<file path="config.mk">
export PLATFORM = sky130hd
export DESIGN_NAME = clock_period_meter
export DESIGN_NICKNAME = d
export VERILOG_FILES = /design/src/rtl/clock_period_meter.sv
export SDC_FILE = /design/constraint.sdc
export NUM_CORES = 1
export LEC_CHECK = 0
export ABC_AREA = 1
export ABC_CLOCK_PERIOD_IN_PS = 1900
export CAP_MARGIN = 40
export CORE_MARGIN = 2
export CORE_UTILIZATION = 50
export DETAILED_ROUTE_END_ITERATION = 8
export HOLD_SLACK_MARGIN = 0.03
export PLACE_DENSITY = 0.79
export SETUP_SLACK_MARGIN = 0.5
export SYNTH_ARGS = -nofsm -noshare
export SYNTH_HDL_FRONTEND = slang
export SYNTH_SLANG_ARGS = --single-unit
</file>
<file path="constraint.sdc">
create_clock -name clk -period 1.9 [get_ports clk]
set_clock_uncertainty 0.05 [all_clocks]
set_input_delay 0.285 -clock clk [delete_from_list [all_inputs] [get_ports clk]]
set_output_delay 0.285 -clock clk [all_outputs]
set_load 0.02 [all_outputs]
</file>
<file path="src/rtl/clock_period_meter.sv">
// Measures period and high time of a slow asynchronous signal in clk cycles, with lock and timeout status.
// Optional duty measurement is built when CLOCK_PERIOD_METER_DUTY_EN is defined; otherwise high_cycles is 0.
module clock_period_meter #(
   parameter int unsigned SYNC_STAGES    = 2,
   parameter int unsigned CNT_WIDTH      = 32,
   parameter int unsigned TIMEOUT_CYCLES = 100_000_000,
   parameter int unsigned LOCK_COUNT     = 2
) (
   input  logic                 clk,
   input  logic                 rst_n,
   input  logic                 sig_in,
   input  logic                 enable,
   output logic [CNT_WIDTH-1:0] period_cycles,
   output logic [CNT_WIDTH-1:0] high_cycles,
   output logic                 valid,
   output logic                 locked,
   output logic                 timeout,
   output logic                 edge_pulse
);

   typedef enum logic [1:0] {
      IDLE       = 2'd0,
      WAIT_FIRST = 2'd1,
      MEASURE    = 2'd2
   } state_t;

   localparam int unsigned          LW      = $clog2(LOCK_COUNT + 1);
   localparam logic [CNT_WIDTH-1:0] TO_LAST = CNT_WIDTH'(TIMEOUT_CYCLES - 1);
   localparam logic [LW-1:0]        LOCK_N  = LW'(LOCK_COUNT);

   state_t                 state_q, state_d;
   logic [SYNC_STAGES-1:0] sync_q, sync_d;
   logic                   sig_d_q, sig_d_d;
   logic [CNT_WIDTH-1:0]   cnt_q, cnt_d, cnt_inc;
   logic [CNT_WIDTH-1:0]   period_q, period_d;
   logic [LW-1:0]          lock_cnt_q, lock_cnt_d;
   logic                   valid_q, valid_d;
   logic                   locked_q, locked_d;
   logic                   timeout_q, timeout_d;
   logic                   edge_q, edge_d;
   logic                   s, rise;

   assign sync_d  = {sync_q[SYNC_STAGES-2:0], sig_in};
   assign s       = sync_q[SYNC_STAGES-1];
   assign sig_d_d = s;
   assign rise    = s & ~sig_d_q;
   assign cnt_inc = cnt_q + 1'b1;

   always_comb begin
      state_d    = state_q;
      cnt_d      = cnt_q;
      period_d   = period_q;
      lock_cnt_d = lock_cnt_q;
      valid_d    = 1'b0;
      locked_d   = locked_q;
      timeout_d  = timeout_q;
      edge_d     = rise && (state_q != IDLE);
      if (!enable) begin
         state_d    = IDLE;
         cnt_d      = '0;
         lock_cnt_d = '0;
         locked_d   = 1'b0;
         timeout_d  = 1'b0;
      end else begin
         case (state_q)
            IDLE: begin
               cnt_d      = '0;
               lock_cnt_d = '0;
               locked_d   = 1'b0;
               timeout_d  = 1'b0;
               state_d    = WAIT_FIRST;
            end
            WAIT_FIRST: begin
               cnt_d = cnt_inc;
               if (rise) begin
                  cnt_d      = '0;
                  lock_cnt_d = '0;
                  state_d    = MEASURE;
               end else if (cnt_q == TO_LAST) begin
                  timeout_d = 1'b1;
                  cnt_d     = '0;
               end
            end
            MEASURE: begin
               cnt_d = cnt_inc;
               if (rise) begin
                  period_d  = cnt_inc;
                  valid_d   = 1'b1;
                  timeout_d = 1'b0;
                  cnt_d     = '0;
                  // lock_cnt==0 marks the first measurement since entering MEASURE
                  if (lock_cnt_q == '0 || cnt_inc != period_q)
                     lock_cnt_d = LW'(1);
                  else if (lock_cnt_q < LOCK_N)
                     lock_cnt_d = lock_cnt_q + 1'b1;
                  locked_d = (lock_cnt_d >= LOCK_N);
               end else if (cnt_q == TO_LAST) begin
                  timeout_d  = 1'b1;
                  locked_d   = 1'b0;
                  lock_cnt_d = '0;
                  cnt_d      = '0;
                  state_d    = WAIT_FIRST;
               end
            end
            default: state_d = IDLE;
         endcase
      end
   end

   always_ff @(posedge clk or negedge rst_n) begin
      if (!rst_n) begin
         state_q    <= IDLE;
         sync_q     <= '0;
         sig_d_q    <= 1'b0;
         cnt_q      <= '0;
         period_q   <= '0;
         lock_cnt_q <= '0;
         valid_q    <= 1'b0;
         locked_q   <= 1'b0;
         timeout_q  <= 1'b0;
         edge_q     <= 1'b0;
      end else begin
         state_q    <= state_d;
         sync_q     <= sync_d;
         sig_d_q    <= sig_d_d;
         cnt_q      <= cnt_d;
         period_q   <= period_d;
         lock_cnt_q <= lock_cnt_d;
         valid_q    <= valid_d;
         locked_q   <= locked_d;
         timeout_q  <= timeout_d;
         edge_q     <= edge_d;
      end
   end

`ifdef CLOCK_PERIOD_METER_DUTY_EN
   logic [CNT_WIDTH-1:0] hcnt_q, hcnt_d;
   logic [CNT_WIDTH-1:0] high_q, high_d;

   // Counting on sig_d covers the starting rise cycle (s already high) and excludes the closing one.
   always_comb begin
      hcnt_d = '0;
      high_d = high_q;
      if (enable && state_q == MEASURE) begin
         if (rise) begin
            high_d = hcnt_q;
            hcnt_d = '0;
         end else begin
            hcnt_d = hcnt_q + CNT_WIDTH'(sig_d_q);
         end
      end
   end

   always_ff @(posedge clk or negedge rst_n) begin
      if (!rst_n) begin
         hcnt_q <= '0;
         high_q <= '0;
      end else begin
         hcnt_q <= hcnt_d;
         high_q <= high_d;
      end
   end

   assign high_cycles = high_q;
`else
   assign high_cycles = '0;
`endif

   assign period_cycles = period_q;
   assign valid         = valid_q;
   assign locked        = locked_q;
   assign timeout       = timeout_q;
   assign edge_pulse    = edge_q;

endmodule

</file>
* Word level (Yosys, flattened, before mapping)
Cells that the tools add are included.
** Cells by class
- Add/sub/neg operators :: 2
- $lt $le $gt $ge :: 2
- Eq/ne operators :: 12
- Muxes and demuxes :: 31
- Bitwise gates (word level) :: 2
- Reductions and logical operators :: 11
** Operators by type and width (number)
- $mux 32 :: 3
- $pmux 32 s2 :: 1
- $add 32x1->32 const B :: 1
- $eq 32x27->1 const B :: 1
- $ne 32x32->1 :: 1
- $mux 2 :: 13
- $ne 3x3->1 const B :: 4
- $pmux 2 s3 :: 2
- $mux 1 :: 10
- $reduce_and 3->1 :: 3
- $logic_not 2->1 :: 2
- $ne 4x1->1 const B :: 1
- $ne 4x4->1 const B :: 1
- $reduce_and 2->1 :: 2
- $ne 3x1->1 const B :: 1
- $ne 3x2->1 const B :: 1
- $pmux 1 s3 :: 1
- $add 2x1->2 const B :: 1
- $eq 2x1->1 const B :: 1
- $eq 2x2->1 const B :: 1
- $ge 2x2->1 const B :: 1
- $lt 2x2->1 const B :: 1
- $pmux 1 s2 :: 1
- $reduce_bool 2->1 :: 1
- 5 further kinds :: 5
** Word-level totals
- Flip-flop bits (word level) :: 75
- Output and inout port bits :: 68
- Logic and storage cells :: 70

* Longest topological paths before layout
Gate-level depths: netlist (run 1).
- Depth after elaboration :: 11
- Gate-level depth with buffers :: 17
- Gate-level depth less buffers :: 17

* Least setup slack after synthesis (run 1)
No wires, ideal clock.
- Path kind :: reg2reg
- Start point :: register cnt_q[0]
- End point :: register lock_cnt_q[0]
- Setup time :: 0.116 ns
- Data arrival time :: 1.842 ns
- Data required time :: 1.734 ns
- Slack :: -0.109 ns
- Stages on the path, launching flop included :: 17
- Path buffers :: 0
- Period minus slack after synthesis :: 2.009 ns
- Cell sequence :: dfrtp_1 ha_1 nand2_2 nor2_8 nand2_4 nor2_4 nand2_1 nand2_1 nand2_1 nand2_1 nand2_1 nor2_1 nand2_1 nor2_1 nand4_1 nand2_1 nand2_1
** Between the ends
- Word-level cells in the longest chain between the ends :: 10
- Elaborated cells on any way between the ends :: 13
- Those cells by class :: add/sub: 1; eq/ne: 3; mux: 7; reduce/logical: 2
** Ends and longest elaborated chain
- start, declared :: line 34 : logic [CNT_WIDTH-1:0] cnt_q, cnt_d, cnt_inc;
- start signal, assigned :: line 126 : cnt_q <= cnt_d;
- $add 32x1->32 :: line 47 : assign cnt_inc = cnt_q + 1'b1;
- $ne 32x32->1 :: line 92 : if (lock_cnt_q == '0 || cnt_inc != period_q)
- $logic_or 1x1->1 :: line 92
- $mux 2 :: line 92
- $mux 2 :: line 86 : if (rise) begin
- $mux 2 :: line 65 : case (state_q)
- $mux 2 :: line 58 : if (!enable) begin
- $mux 2 :: line 86
- $pmux 2 s3 :: line 65
- $mux 2 :: line 58
- end signal, assigned :: line 128 : lock_cnt_q <= lock_cnt_d;
- end, declared :: line 36 : logic [LW-1:0] lock_cnt_q, lock_cnt_d;
Several ways; a longest one is shown, not always the timed one. The select of a mux whose other input is x is not followed.
A chain may end at the register's enable or synchronous reset.

* Final worst setup path (run 1)
- Start point :: register cnt_q[1]
- End point :: register lock_cnt_q[0]
The elaborated chain is that of the path after synthesis.

==> results of run 1 <==
==> per-stage QoR <==
| stage | setup WS [ns] | total power [mW] | cell area [um2] |
|---|---|---|---|
| floorplan | 0.00281 | 4.06 | 5290 |
| global placement | -0.243 | 5.26 | 6320 |
| detailed placement | -0.311 | 5.33 | 6320 |
| CTS | -0.186 | 6.69 | 6940 |
| global route | -0.417 | 7.37 | 7440 |
| finish | -0.258 | 6.97 | 7440 |
==> sequential cells by signal, summed over array words and instances, names as in the netlist <==
name           cells
cnt_q             32
state_q            2
period_cycles     32
edge_pulse         1
timeout            1
locked             1
sync_q             2
valid              1
sig_d_q            1
lock_cnt_q         2
==> path summary, 6_finish.rpt <==
check	from	to	slack, ns	cells after the start
max	cnt_q[1]	lock_cnt_q[0]	-0.26	14
min	rst_n	cnt_q[2]	0.26	2
max reg2reg	cnt_q[1]	lock_cnt_q[0]	-0.26	14
min reg2reg	sync_q[0]	sync_q[1]	0.34	0
max in group asynchronous	rst_n	period_cycles[23]	0.93	3
min in group clk	sig_in	sync_q[0]	0.30	1
==> kinds of logic (layout without fill, tap and decap cells) <==
kind of cell	count (synthesis)	count (layout)	synth area share
other cells	1	32	0.000738
xor+xnor	5	5	0.0140
simple gates	441	442	0.397
compound gates	77	77	0.0865
buf+inv	129	290	0.120
fa+ha+maj	5	5	0.0123
flops	75	75	0.370
==> worst max-delay path: cells and delay by family, from the launching register on <==
| kind | cells | cell delay [ns] |
|---|---|---|
| and+or+nand+nor | 11 | 1.17 |
| DFF | 1 | 0.41 |
| buffers and inverters | 2 | 0.26 |
| adders and majority gates | 1 | 0.16 |
==> layout make-up <==
| class | count | area, um2 |
|---|---|---|
| clock inverters | 4 | 26.3 |
| inverters | 84 | 330 |
| repair buffers | 190 | 1670 |
| flip-flops and latches | 75 | 1880 |
| clock buffers | 12 | 145 |
| well taps | 133 | 166 |
| fillers | 745 | 2380 |
| multi-input cells | 561 | 3210 |
==> cells in the final DEF (no fill, tap or decap), types with 3 or more instances in the layout <==
| cell | synthesis | layout |
|---|---|---|
| sky130_fd_sc_hd__o22ai_1 | 31 | 31 |
| sky130_fd_sc_hd__nor2_4 | 6 | 16 |
| sky130_fd_sc_hd__o21ai_1 | 2 | 14 |
| sky130_fd_sc_hd__nand2_2 | 11 | 53 |
| sky130_fd_sc_hd__clkbuf_8 | 0 | 10 |
| sky130_fd_sc_hd__o21ai_2 | 0 | 16 |
| sky130_fd_sc_hd__nor2_1 | 73 | 45 |
| sky130_fd_sc_hd__clkdlybuf4s15_2 | 0 | 8 |
| sky130_fd_sc_hd__ha_1 | 5 | 3 |
| sky130_fd_sc_hd__dfrtp_2 | 0 | 6 |
| sky130_fd_sc_hd__inv_2 | 2 | 8 |
| sky130_fd_sc_hd__nand3_2 | 1 | 8 |
| sky130_fd_sc_hd__nand3b_1 | 15 | 15 |
| sky130_fd_sc_hd__buf_8 | 0 | 4 |
| sky130_fd_sc_hd__conb_1 | 1 | 32 |
| sky130_fd_sc_hd__nand2_4 | 2 | 14 |
| sky130_fd_sc_hd__nand3_1 | 57 | 50 |
| sky130_fd_sc_hd__nand2_1 | 242 | 188 |
| sky130_fd_sc_hd__nand4_1 | 17 | 17 |
| sky130_fd_sc_hd__clkbuf_2 | 0 | 3 |
| sky130_fd_sc_hd__buf_4 | 32 | 113 |
| sky130_fd_sc_hd__buf_12 | 0 | 7 |
| sky130_fd_sc_hd__buf_2 | 5 | 22 |
| sky130_fd_sc_hd__inv_1 | 81 | 71 |
| sky130_fd_sc_hd__nor2_8 | 3 | 3 |
| sky130_fd_sc_hd__dfrtp_1 | 75 | 69 |
| sky130_fd_sc_hd__o21ai_0 | 39 | 9 |
| sky130_fd_sc_hd__buf_6 | 0 | 24 |
| sky130_fd_sc_hd__inv_4 | 0 | 4 |
| sky130_fd_sc_hd__nor2_2 | 5 | 24 |
==> report_power, final <==
group	total (mW)	switching (mW)	internal [mW]	leakage (nW)
registers	2.32	0.372	1.94	0.989
logic	3.50	2.02	1.48	2.59
clock network	1.16	0.648	0.509	0.0863
total	6.97	3.04	3.93	3.66
==> routing by layer <==
| metal | track usage | part of all wire |
|---|---|---|
| met1 | 0.413 | 0.44 |
| met4 | 0.129 | 0.032 |
| met5 | 0 | 0 |
| met3 | 0.0480 | 0.063 |
| met2 | 0.497 | 0.47 |
==> repair_timing <==
action / in CTS / in global routing
hold endpoints to repair: 51 / 0
cloned: 3 / 2
gates resized for setup: 193 / 125
hold buffers: 1 / 0
setup endpoints to repair: 106 / 92
pin swaps: 33 / 44
buffers inserted: 13 / 30
==> report_table.html, run 1 <==
<table>
<tr><th>Metric</th><th>Value</th></tr>
<tr><th colspan="2">Logic synthesis</th></tr>
<tr><td>Sequential cell area fraction in the yosys report</td><td>0.370</td></tr>
<tr><td>Post-synthesis cell type with the largest combined area</td><td>sky130_fd_sc_hd__dfrtp_1</td></tr>
<tr><td>Most numerous cell types in the synthesized netlist</td><td>sky130_fd_sc_hd__nand2_1, sky130_fd_sc_hd__inv_1, sky130_fd_sc_hd__dfrtp_1, sky130_fd_sc_hd__nor2_1, sky130_fd_sc_hd__nand3_1</td></tr>
<tr><td>Post-synthesis area per instance</td><td>6.93 um2</td></tr>
<tr><td>Number of warning messages in the yosys log</td><td>0</td></tr>
<tr><td>Area share of the largest cell type after synthesis</td><td>0.370</td></tr>
<tr><td>Synthesized netlist cell count</td><td>733</td></tr>
<tr><td>Share of flip-flops with an asynchronous set or reset</td><td>1.00</td></tr>
<tr><td>Top cells by area in the synthesized netlist</td><td>sky130_fd_sc_hd__dfrtp_1, sky130_fd_sc_hd__nand2_1, sky130_fd_sc_hd__inv_1</td></tr>
<tr><td>Number of distinct library cells after synthesis</td><td>35</td></tr>
<tr><td>Flip-flop and latch count after synthesis</td><td>75</td></tr>
<tr><td>Number of synthesized flops with an enable pin</td><td>0</td></tr>
<tr><td>Most common cell in the synthesized netlist</td><td>sky130_fd_sc_hd__nand2_1</td></tr>
<tr><td>Most frequently used flop master after synthesis</td><td>sky130_fd_sc_hd__dfrtp_1</td></tr>
<tr><td>Netlist Area Pre-Place</td><td>between 0.005 and 0.006 mm2</td></tr>
<tr><th colspan="2">Global routing</th></tr>
<tr><td>Global-route wire length before repair</td><td>26600 um</td></tr>
<tr><td>Maximum number of pins on one net before global-route repair</td><td>37</td></tr>
<tr><td>Vias in the first global route</td><td>5325</td></tr>
<tr><td>Remaining Overflow, GRT</td><td>0</td></tr>
<tr><td>GRT Overall Usage</td><td>0.308</td></tr>
<tr><td>Initial antenna violation count</td><td>0</td></tr>
<tr><th colspan="2">Run status</th></tr>
<tr><td>Outcome</td><td>finished with violations</td></tr>
<tr><td>Failing checks</td><td>setup timing</td></tr>
<tr><th colspan="2">Floorplan</th></tr>
<tr><td>Core box area</td><td>0.00982 mm2</td></tr>
<tr><td>IO Count</td><td>72</td></tr>
<tr><td>Starting density of the core</td><td>0.517</td></tr>
<tr><td>X dimension of the die</td><td>105 um</td></tr>
<tr><td>Total Die Area</td><td>0.0110 mm2</td></tr>
<tr><td>Floorplan die height</td><td>105 um</td></tr>
<tr><td>Number of placement rows</td><td>36</td></tr>
<tr><th colspan="2">Cells and area</th></tr>
<tr><td>Fraction of layout instances using a drive strength above 1</td><td>0.391</td></tr>
<tr><td>Total inserted antenna cells</td><td>0</td></tr>
<tr><td>Share of the core filled with cells in the final layout</td><td>0.758</td></tr>
<tr><td>Final Net Count</td><td>930</td></tr>
<tr><td>Cell Count, Final, Fillers Out</td><td>1059</td></tr>
<tr><td>Area added between synthesis and finish</td><td>46.5%</td></tr>
<tr><th colspan="2">Clock tree</th></tr>
<tr><td>Worst-Skew Late Latency</td><td>approximately 0.37 ns</td></tr>
<tr><td>Maximum level of the CTS H-tree</td><td>3</td></tr>
<tr><td>Number of buffers between clock root and the deepest sink</td><td>2</td></tr>
<tr><td>CTS Sinks</td><td>75</td></tr>
<tr><td>Cell chosen for the clock root</td><td>sky130_fd_sc_hd__clkbuf_8</td></tr>
<tr><td>Number of buffers added by the clock tree synthesis step</td><td>9</td></tr>
<tr><td>Clock tree from TritonCTS</td><td>yes</td></tr>
<tr><td>Clock transition time at the flip-flop clock pins of the worst setup and hold paths</td><td>approximately 0.08 ns</td></tr>
<tr><th colspan="2">Timing</th></tr>
<tr><td>Pins Over Slew Limit</td><td>0</td></tr>
<tr><td>Hold WS</td><td>0.264 ns</td></tr>
<tr><td>Setup repair after global routing missed its margin</td><td>yes</td></tr>
<tr><td>Slack of the critical path</td><td>-0.258 ns</td></tr>
<tr><td>Time the worst path needs with I/O delays and setup</td><td>~2.2 ns</td></tr>
<tr><td>Summed negative setup slack over all endpoints</td><td>-5.95 ns</td></tr>
<tr><td>Setup violation total in the final timing report</td><td>36</td></tr>
<tr><td>Number of hold violations in the final report</td><td>0</td></tr>
<tr><td>Max Fclk</td><td>463 MHz</td></tr>
<tr><td>Share of the clock period used by the worst path</td><td>1.14</td></tr>
<tr><th colspan="2">Routing</th></tr>
<tr><td>Routed via count</td><td>5699</td></tr>
<tr><td>Wire length reported by the detailed router</td><td>17700 um</td></tr>
<tr><td>Post-DR vias/cell</td><td>5.38</td></tr>
<tr><td>Antenna Nets Post-Route</td><td>0</td></tr>
<tr><td>Routed wire length per instance</td><td>16.7 um</td></tr>
<tr><td>DRC violation count after routing</td><td>0</td></tr>
<tr><td>First drt pass iteration count</td><td>5</td></tr>
<tr><td>1st-iter DRT viols</td><td>357</td></tr>
<tr><th colspan="2">Placed design</th></tr>
<tr><td>Number of placed cells counting well taps</td><td>between 900 and 1000</td></tr>
<tr><td>Port bufs</td><td>39</td></tr>
<tr><td>RD Place Congestion</td><td>1.03</td></tr>
<tr><td>Final HPWL DP</td><td>12500 um</td></tr>
<tr><th colspan="2">Critical path</th></tr>
<tr><td>Slowest cell on the critical path</td><td>sky130_fd_sc_hd__dfrtp_2</td></tr>
<tr><td>Arrival time of the worst setup path</td><td>around 2.4 ns</td></tr>
<tr><td>Worst-path maximum fanout</td><td>6</td></tr>
<tr><td>Crit path top cell by count</td><td>sky130_fd_sc_hd__nand2_1</td></tr>
<tr><td>Worst stage delay on the critical path</td><td>between 0.4 and 0.5 ns</td></tr>
<tr><td>Category of the most critical setup path</td><td>reg2reg</td></tr>
<tr><td>Worst path cell trace</td><td>ha_4 &gt; nand2_4 &gt; nor2_8 &gt; buf_4 &gt; buf_4 &gt; nand3_1 &gt; nand3_1 &gt; nand2_1 &gt; nor2_1 &gt; nand2_1 &gt; nor2_1 &gt; nand4_1 &gt; nand2_1 &gt; nand2_1</td></tr>
<tr><td>Element type at the critical path end</td><td>flop</td></tr>
<tr><td>Kind of start point of the critical path</td><td>flop</td></tr>
<tr><td>Data required time at the worst endpoint</td><td>around 2.1 ns</td></tr>
<tr><th colspan="2">Pwr</th></tr>
<tr><td>Leakage power</td><td>3.66 nW</td></tr>
<tr><td>Pwr Density</td><td>937 mW/mm2</td></tr>
<tr><td>Worst voltage drop across the vdd grid</td><td>0.000659 V</td></tr>
<tr><th colspan="2">Worst hold path</th></tr>
<tr><td>Hold Crit Class</td><td>in2async</td></tr>
<tr><th colspan="2">Run</th></tr>
<tr><td>Number of maximum-capacitance constraint violations</td><td>0</td></tr>
</table>
No activity file was read; power rests on OpenSTA's default activity.
==> inputs of run 2 (changes only) <==
MAX_ROUTING_LAYER = met4   (was default)
SLEW_MARGIN = 10   (was default)
==> run 2 against run 1 <==
Compared with the run above: the flow still finishes with violations (setup timing); register-to-register slack got worse by 0.19 ns; combinational power about the same; worst hold slack worse by 0.045 ns; global-route usage up 1.8 points; clock power is 11% higher; cell area up 1.9%; sequential power about the same; setup slack worse by 0.19 ns; non-clock buffer count shrank 11; wire length rose by 2.4%; maximum frequency fell by 8.0%; critical path type unchanged; critical endpoint is now cnt_q[16].
==> report_table.html, run 2 (synthesis results as in run 1) <==
<table>
<tr><th>Metric</th><th>Value</th></tr>
<tr><th colspan="2">Critical path</th></tr>
<tr><td>Startpoint of the worst-slack reg-to-reg timing path</td><td>cnt_q[1]</td></tr>
<tr><td>Category of the most critical setup path</td><td>reg2reg</td></tr>
<tr><td>Kind of start point of the critical path</td><td>flop</td></tr>
<tr><td>Reg2reg path depth</td><td>16</td></tr>
<tr><td>Endpoint of the worst register-to-register path</td><td>cnt_q[16]</td></tr>
<tr><td>Element type at the critical path end</td><td>flop</td></tr>
<tr><td>Worst-path maximum fanout</td><td>5</td></tr>
<tr><td>Worst R2R Setup Slack</td><td>-0.44 ns</td></tr>
<tr><td>First element of the critical path</td><td>cnt_q[1]</td></tr>
<tr><td>Last element of the critical path</td><td>cnt_q[16]</td></tr>
<tr><td>Arrival time of the worst setup path</td><td>2.55 ns</td></tr>
<tr><td>Data required time at the worst endpoint</td><td>roughly 2.1 ns</td></tr>
<tr><th colspan="2">Clock tree</th></tr>
<tr><td>Clock tree from TritonCTS</td><td>yes</td></tr>
<tr><td>Number of buffers between clock root and the deepest sink</td><td>2</td></tr>
<tr><td>Worst-Skew Late Latency</td><td>about 0.39 ns</td></tr>
<tr><td>Clock transition time at the flip-flop clock pins of the worst setup and hold paths</td><td>0.09 ns</td></tr>
<tr><td>Maximum level of the CTS H-tree</td><td>3</td></tr>
<tr><td>Cell chosen for the clock root</td><td>sky130_fd_sc_hd__clkbuf_8</td></tr>
<tr><td>Number of buffers added by the clock tree synthesis step</td><td>9</td></tr>
<tr><td>CTS Sinks</td><td>75</td></tr>
<tr><th colspan="2">Global routing</th></tr>
<tr><td>Vias in the first global route</td><td>5298</td></tr>
<tr><td>Remaining Overflow, GRT</td><td>0</td></tr>
<tr><td>Initial antenna violation count</td><td>0</td></tr>
<tr><td>Maximum number of pins on one net before global-route repair</td><td>44</td></tr>
<tr><td>GRT Overall Usage</td><td>0.326</td></tr>
<tr><td>Global-route wire length before repair</td><td>26900 um</td></tr>
<tr><th colspan="2">Run status</th></tr>
<tr><td>Failing checks</td><td>setup timing</td></tr>
<tr><td>Outcome</td><td>finished with violations</td></tr>
<tr><th colspan="2">Timing</th></tr>
<tr><td>Setup repair after global routing missed its margin</td><td>yes</td></tr>
<tr><td>Setup violation total in the final timing report</td><td>39</td></tr>
<tr><td>Hold WS</td><td>0.219 ns</td></tr>
<tr><td>Time the worst path needs with I/O delays and setup</td><td>2.34 ns</td></tr>
<tr><td>Slack of the critical path</td><td>-0.444 ns</td></tr>
<tr><td>Max Fclk</td><td>427 MHz</td></tr>
<tr><td>Share of the clock period used by the worst path</td><td>1.23</td></tr>
<tr><td>Pins Over Slew Limit</td><td>0</td></tr>
<tr><td>Number of hold violations in the final report</td><td>0</td></tr>
<tr><th colspan="2">Routing</th></tr>
<tr><td>Wire length reported by the detailed router</td><td>roughly 18000 um</td></tr>
<tr><td>DRC violation count after routing</td><td>0</td></tr>
<tr><td>Post-DR vias/cell</td><td>between 5 and 6</td></tr>
<tr><td>First drt pass iteration count</td><td>4</td></tr>
<tr><td>Routed via count</td><td>5802</td></tr>
<tr><td>1st-iter DRT viols</td><td>377</td></tr>
<tr><td>Antenna Nets Post-Route</td><td>0</td></tr>
<tr><td>Routed wire length per instance</td><td>17.3 um</td></tr>
<tr><th colspan="2">Pwr</th></tr>
<tr><td>Pwr Density</td><td>about 930 mW/mm2</td></tr>
<tr><td>Leakage power</td><td>3.60 nW</td></tr>
<tr><td>Worst voltage drop across the vdd grid</td><td>between 0.0008 and 0.0009 V</td></tr>
<tr><td>Design Power</td><td>7.08 mW</td></tr>
<tr><th colspan="2">Floorplan</th></tr>
<tr><td>IO Count</td><td>72</td></tr>
<tr><td>Floorplan die height</td><td>105 um</td></tr>
<tr><td>Starting density of the core</td><td>0.517</td></tr>
<tr><td>X dimension of the die</td><td>105 um</td></tr>
<tr><td>Number of placement rows</td><td>36</td></tr>
<tr><td>Core box area</td><td>around 0.01 mm2</td></tr>
<tr><td>Total Die Area</td><td>0.0110 mm2</td></tr>
<tr><th colspan="2">Placed design</th></tr>
<tr><td>Final HPWL DP</td><td>12100 um</td></tr>
<tr><td>Number of placed cells counting well taps</td><td>just under 1000</td></tr>
<tr><td>RD Place Congestion</td><td>0.979</td></tr>
<tr><td>Port bufs</td><td>39</td></tr>
<tr><td>Cell area after placement</td><td>0.00621 mm2</td></tr>
<tr><th colspan="2">Cells and area</th></tr>
<tr><td>Final Net Count</td><td>919</td></tr>
<tr><td>Cell Count, Final, Fillers Out</td><td>~1000</td></tr>
<tr><td>Share of the core filled with cells in the final layout</td><td>0.772</td></tr>
<tr><td>Final design instance area without fill</td><td>between 0.007 and 0.008 mm2</td></tr>
<tr><td>Layout fillers</td><td>721</td></tr>
<tr><td>Total inserted antenna cells</td><td>0</td></tr>
<tr><td>Most common library cell in the layout ignoring fill and taps</td><td>sky130_fd_sc_hd__nand2_1</td></tr>
<tr><td>Fraction of layout instances using a drive strength above 1</td><td>0.423</td></tr>
<tr><td>Most used cells in the layout excluding fill and tap cells</td><td>sky130_fd_sc_hd__nand2_1, sky130_fd_sc_hd__buf_4, sky130_fd_sc_hd__inv_1, sky130_fd_sc_hd__dfrtp_1, sky130_fd_sc_hd__nand2_2</td></tr>
<tr><td>Area added between synthesis and finish</td><td>49.2%</td></tr>
<tr><th colspan="2">Worst hold path</th></tr>
<tr><td>Hold Crit Class</td><td>in2async</td></tr>
<tr><th colspan="2">Run</th></tr>
<tr><td>Number of maximum-capacitance constraint violations</td><td>0</td></tr>
</table>
run 2: area by class of cell:
class	count	area [um2]	share of cell area
Inverter	84	332	0.0437
Clock inverter	4	50.0	0.00660
Tap cell	133	166	0.0220
Sequential cell	75	1890	0.249
Multi-Input combinational cell	561	3380	0.447
Timing Repair Buffer	179	1620	0.213
Clock buffer	12	145	0.0191
run 2: per-layer routing:
metal  GRT usage  vias up  part of all wire
met5           -        -                 0
met4       0.140        0             0.043
met3      0.0755       62             0.068
met2       0.513      258              0.48
met1       0.403     2818              0.41
li1            -     2664                 -
run 2: repair_timing:
action	CTS	global route
gates cloned	4	0
pin swaps	18	44
resized for setup	202	184
setup endpoints to repair	105	75
hold endpoints to repair	75	0
buffers inserted	21	27
hold buffers	1	0
run 2: critical path, cell delays in order (launching register included):
cell and delay, ns:
sky130_fd_sc_hd__dfrtp_1 0.43, sky130_fd_sc_hd__ha_4 0.18, sky130_fd_sc_hd__nand2_4 0.07, sky130_fd_sc_hd__nor2_8 0.17, sky130_fd_sc_hd__nand2_4 0.07, sky130_fd_sc_hd__buf_6 0.13
sky130_fd_sc_hd__nor2_4 0.15, sky130_fd_sc_hd__buf_12 0.14, sky130_fd_sc_hd__buf_6 0.09, sky130_fd_sc_hd__buf_6 0.09, sky130_fd_sc_hd__buf_6 0.08, sky130_fd_sc_hd__buf_6 0.08
sky130_fd_sc_hd__buf_6 0.08, sky130_fd_sc_hd__buf_6 0.08, sky130_fd_sc_hd__buf_6 0.10, sky130_fd_sc_hd__xor2_4 0.16, sky130_fd_sc_hd__o22ai_2 0.07
run 2: how the worst min path moves through the flow:
stage	start	end	slack, ns
after floorplan	rst_n	cnt_q[0]	-0.06
after global placement	rst_n	period_cycles[2]	0.08
after detailed placement	rst_n	period_cycles[2]	0.09
after global routing	rst_n	period_cycles[6]	0.23
after CTS	rst_n	period_cycles[5]	0.21
final	rst_n	period_cycles[6]	0.22
run 2: metrics by stage:
stage          setup WS, ns  setup TNS [ns]
4_1_cts              -0.259           -2.42
6_report             -0.444           -9.92
5_1_grt              -0.561          -12.83
2_1_floorplan       0.00281               0
3_5_place_dp         -0.371           -8.53
3_3_place_gp         -0.287           -6.35
run 2: where the power goes:
| group | internal [mW] | switching (mW) | total (mW) |
|---|---|---|---|
| Clock | 0.641 | 0.652 | 1.29 |
| Sequential | 1.94 | 0.366 | 2.31 |
| Combinational | 1.38 | 2.11 | 3.48 |
